<file path="config.mk">
export PLATFORM = sky130hd
export DESIGN_NAME = base_arepeat
export DESIGN_NICKNAME = d
export VERILOG_FILES = /design/src/rtl/base_arepeat.sv
export SDC_FILE = /design/constraint.sdc
export NUM_CORES = 1
export LEC_CHECK = 0
export ABC_AREA = 1
export CAP_MARGIN = 20
export CORE_MARGIN = 8
export CORE_UTILIZATION = 44
export CTS_CLUSTER_SIZE = 20
export DETAILED_ROUTE_END_ITERATION = 8
export PLACE_DENSITY = 0.77
export SYNTH_ARGS = -nofsm -noshare
export SYNTH_HDL_FRONTEND = slang
export SYNTH_SLANG_ARGS = --single-unit
</file>
<file path="constraint.sdc">
create_clock -name clk -period 1.6 [get_ports clk]
set_clock_uncertainty 0.05 [all_clocks]
set_input_delay 0.24 -clock clk [delete_from_list [all_inputs] [get_ports clk]]
set_output_delay 0.24 -clock clk [all_outputs]
set_load 0.01 [all_outputs]
</file>
<file path="src/rtl/base_arepeat.sv">
// base_arepeat: valid/ready beat replicator emitting each accepted beat i_cnt times.
module base_arepeat #(
    parameter int width  = 8,
    parameter int cwidth = 4
) (
    input  logic              clk,
    input  logic              reset,
    input  logic              i_v,
    output logic              i_r,
    input  logic [width-1:0]  i_d,
    input  logic [cwidth-1:0] i_cnt,
    output logic              o_v,
    input  logic              o_r,
    output logic [width-1:0]  o_d,
    output logic [cwidth-1:0] o_idx,
    output logic              o_last
);
    typedef enum logic {idle, run} state_t;
    state_t            state;
    logic [width-1:0]  data;
    logic [cwidth-1:0] rem;
    logic [cwidth-1:0] idx;
    logic              acc;
    logic              xfer;
    assign o_v    = state == run;
    assign o_d    = data;
    assign o_idx  = idx;
    assign o_last = o_v && rem == cwidth'(1);
    // handing off on the final copy keeps back-to-back bursts bubble-free
    assign i_r    = !reset && (!o_v || (o_r && o_last));
    assign acc    = i_v && i_r;
    assign xfer   = o_v && o_r;
    always_ff @(posedge clk) begin
        if (reset) begin
            state <= idle;
            data  <= '0;
            rem   <= '0;
            idx   <= '0;
        end else if (acc) begin
            if (i_cnt != '0) begin
                state <= run;
                data  <= i_d;
                rem   <= i_cnt;
                idx   <= '0;
            end else begin
                state <= idle;
            end
        end else if (xfer) begin
            rem <= rem - 1'b1;
            idx <= idx + 1'b1;
            if (o_last) state <= idle;
        end
    end
endmodule

</file>
==> impl_metrics.ini <==
[status]
outcome = complete, no violations

[logic_synthesis]
synthAdderAreaFrac = 0.04065
synth-compound-area-share = 0.1138
synth.avg_cell_area_um2 = 7.328
ys_types = 20
ys.flop_type = dfxtp_1
synth_cells = 126
synth_nets = 145
syn_area_um2 = 923.4
async_reset_ff_frac = 0
synth_mux_area_frac = 0
yosys.area_share.xor_xnor = 0.03794
ys_ff_latch = 17
yosys_warnings = 0
yosys.area_share.simple = 0.2954
synth_top_family_by_area = simple AND/OR/NAND/NOR gates
synth-seq-area-share = 0.3686
synth-edff-count = 0

[sta]
min_period_ns = 1.587
finalCritPeriodShare = 0.9919
whs_ns = 0.3949
setup_ws_ns = 0.01290
worst_pin_slew_ns = 0.2070
slew_violations = 0
setup_viol = 0
rsz0062_at_grt = yes
max_clock_freq_mhz = 630.1
hold_viol = 0
relSlewSlack = 0.8609

[final_layout]
final_cell_mix = clkdlybuf4s50_1, nand2_1, inv_1
n_antenna_cell = 0
fin_nets = 193
final_common_cell = clkdlybuf4s50_1
fin_cells = 200
utilization = 0.7557
drive_above_1_share = 0.2948
area_growth_pct = 60.57

[setup_path]
setup.worst_path.start = rem[1]
worstPathArrival_ns = 1.30
critPathLaunchType = register
cp_max_fo = 2
end_kind = primary output
reg2reg_from = rem[1]
worstPathRequired_ns = 1.31
worstSetupPathType = register to primary output

[die]
start_util = 0.4707
rows = 16
core-area_mm2 = 0.001962
ios = 31
die_width_um = 61.81
die-area_mm2 = 0.003820
die_h_um = 61.81

[grt]
grt_pass1_wl_um = 3636
grt_usage = 0.1280
grt_pass1_vias = 877
grt_max_degree = 17
antenna_found_initial = 0
gr-total-overflow = 0

[routing]
postRouteAntennaNets = 0
totalWireLength_um = 2579
drtPass1Iterations = 4
vias = 951
routedWlPerCell_um = 12.90
drcViolationCount = 0
drt_iter0_drc = 15
viasPerCell = 4.755

[worst_hold_path]
holdCritStartpoint = o_d[6]
min_path_type = register to register

[clocking]
clk_latency_ns = 0.30
clkSinkCount = 17
clkTransAtPathRegs_ns = 0.11
clk_path_buf_depth = 2
tritoncts = built
clockRootBuffer = clkbuf_4
holdBufCountCts = 0
h-tree-depth = 1
numCtsBuffers = 3

[place]
globalplace.congestion = 0.7955
hpwl_um = 1790
numPortBuffers = 30
pre_cts_slack_ns = -0.2409
dp.cells = 194

[power]
finalPower_mw = 1.079
p_leak_nw = 0.6824
vdd.ir_drop.worst_mv = 0.5823
p_per_area_mw_per_mm2 = 727.7

[run]
drv_cap = 0
## where the power goes
part / switching (mW) / internal (mW) / leakage [nW] / total [mW]
sequential: 0.0243 / 0.458 / 0.140 / 0.482
clock: 0.151 / 0.0933 / 0.0177 / 0.244
combinational: 0.169 / 0.184 / 0.524 / 0.353
total: 0.344 / 0.735 / 0.682 / 1.08
## cells in the mapped netlist, types with 2 or more instances
library cell,count,area share
xor2_1,2,0.019
nand4_1,4,0.027
xnor2_1,2,0.019
a21oi_1,12,0.065
o21ai_0,9,0.049
buf_6,4,0.049
nand3_1,3,0.016
dfxtp_1,17,0.37
nand2_1,23,0.093
ha_1,3,0.041
nor2_1,13,0.053
nand2_4,2,0.024
inv_1,21,0.085
nor3_1,2,0.011
nand2_2,4,0.027
## logic make-up after synthesis
logic type / after synthesis
adder cells (fa/ha/maj): 3
XOR/XNOR: 4
AND/OR/NAND/NOR: 54
flip-flops: 17
AO/OA/AOI/OAI: 21
buffers and inverters: 27
## critical path, stage by stage, from the launching register on
cell and delay (ns):
dfxtp_2 0.34, inv_2 0.06, ha_4 0.12, nand2_2 0.05
inv_2 0.06, nand3_4 0.08, a21oi_2 0.14, buf_2 0.13
## per-layer routing
layer	track usage	wire, um
met5	0	0
met4	0.04870	36
met3	0.05350	172
met2	0.2275	1349
met1	0.1299	1021
## path summary, 6_finish.rpt
kind	endpoint	depth (start not counted)	slack (ns)
max	i_r	7	0.01
min	o_d[6]	2	0.39
max reg2reg	o_d[0]	10	0.03
min reg2reg	o_d[6]	2	0.39
## metrics by stage
step / TNS (ns) / area [um2]
3_3_place_gp: -1.514 / 1340
4_1_cts: -0.01092 / 1371
6_report: 0 / 1483
3_5_place_dp: -1.949 / 1340
2_1_floorplan: 0 / 923.4
5_1_grt: -0.3417 / 1483
## state kept, by name (all words and copies together) (netlist names)
signal,count
o_d,8
o_idx,4
o_v,1
rem,4
## layout make-up
class                      count  area (um2)
inverter                      22       82.58
tap                           27       33.78
sequential                    17       342.8
multi-input combinational     82       540.5
clock inverter                 1       5.005
timing repair buffer          48       455.4
clock buffer                   3       22.52
fill                         165       479.2
## timing repair
action,CTS,global route
endpoints found under the setup margin,8,17
cloned,0,1
buffers inserted,0,1
gates resized for setup,13,30
pin swaps,0,3
Power figures use the tool's default switching activity.
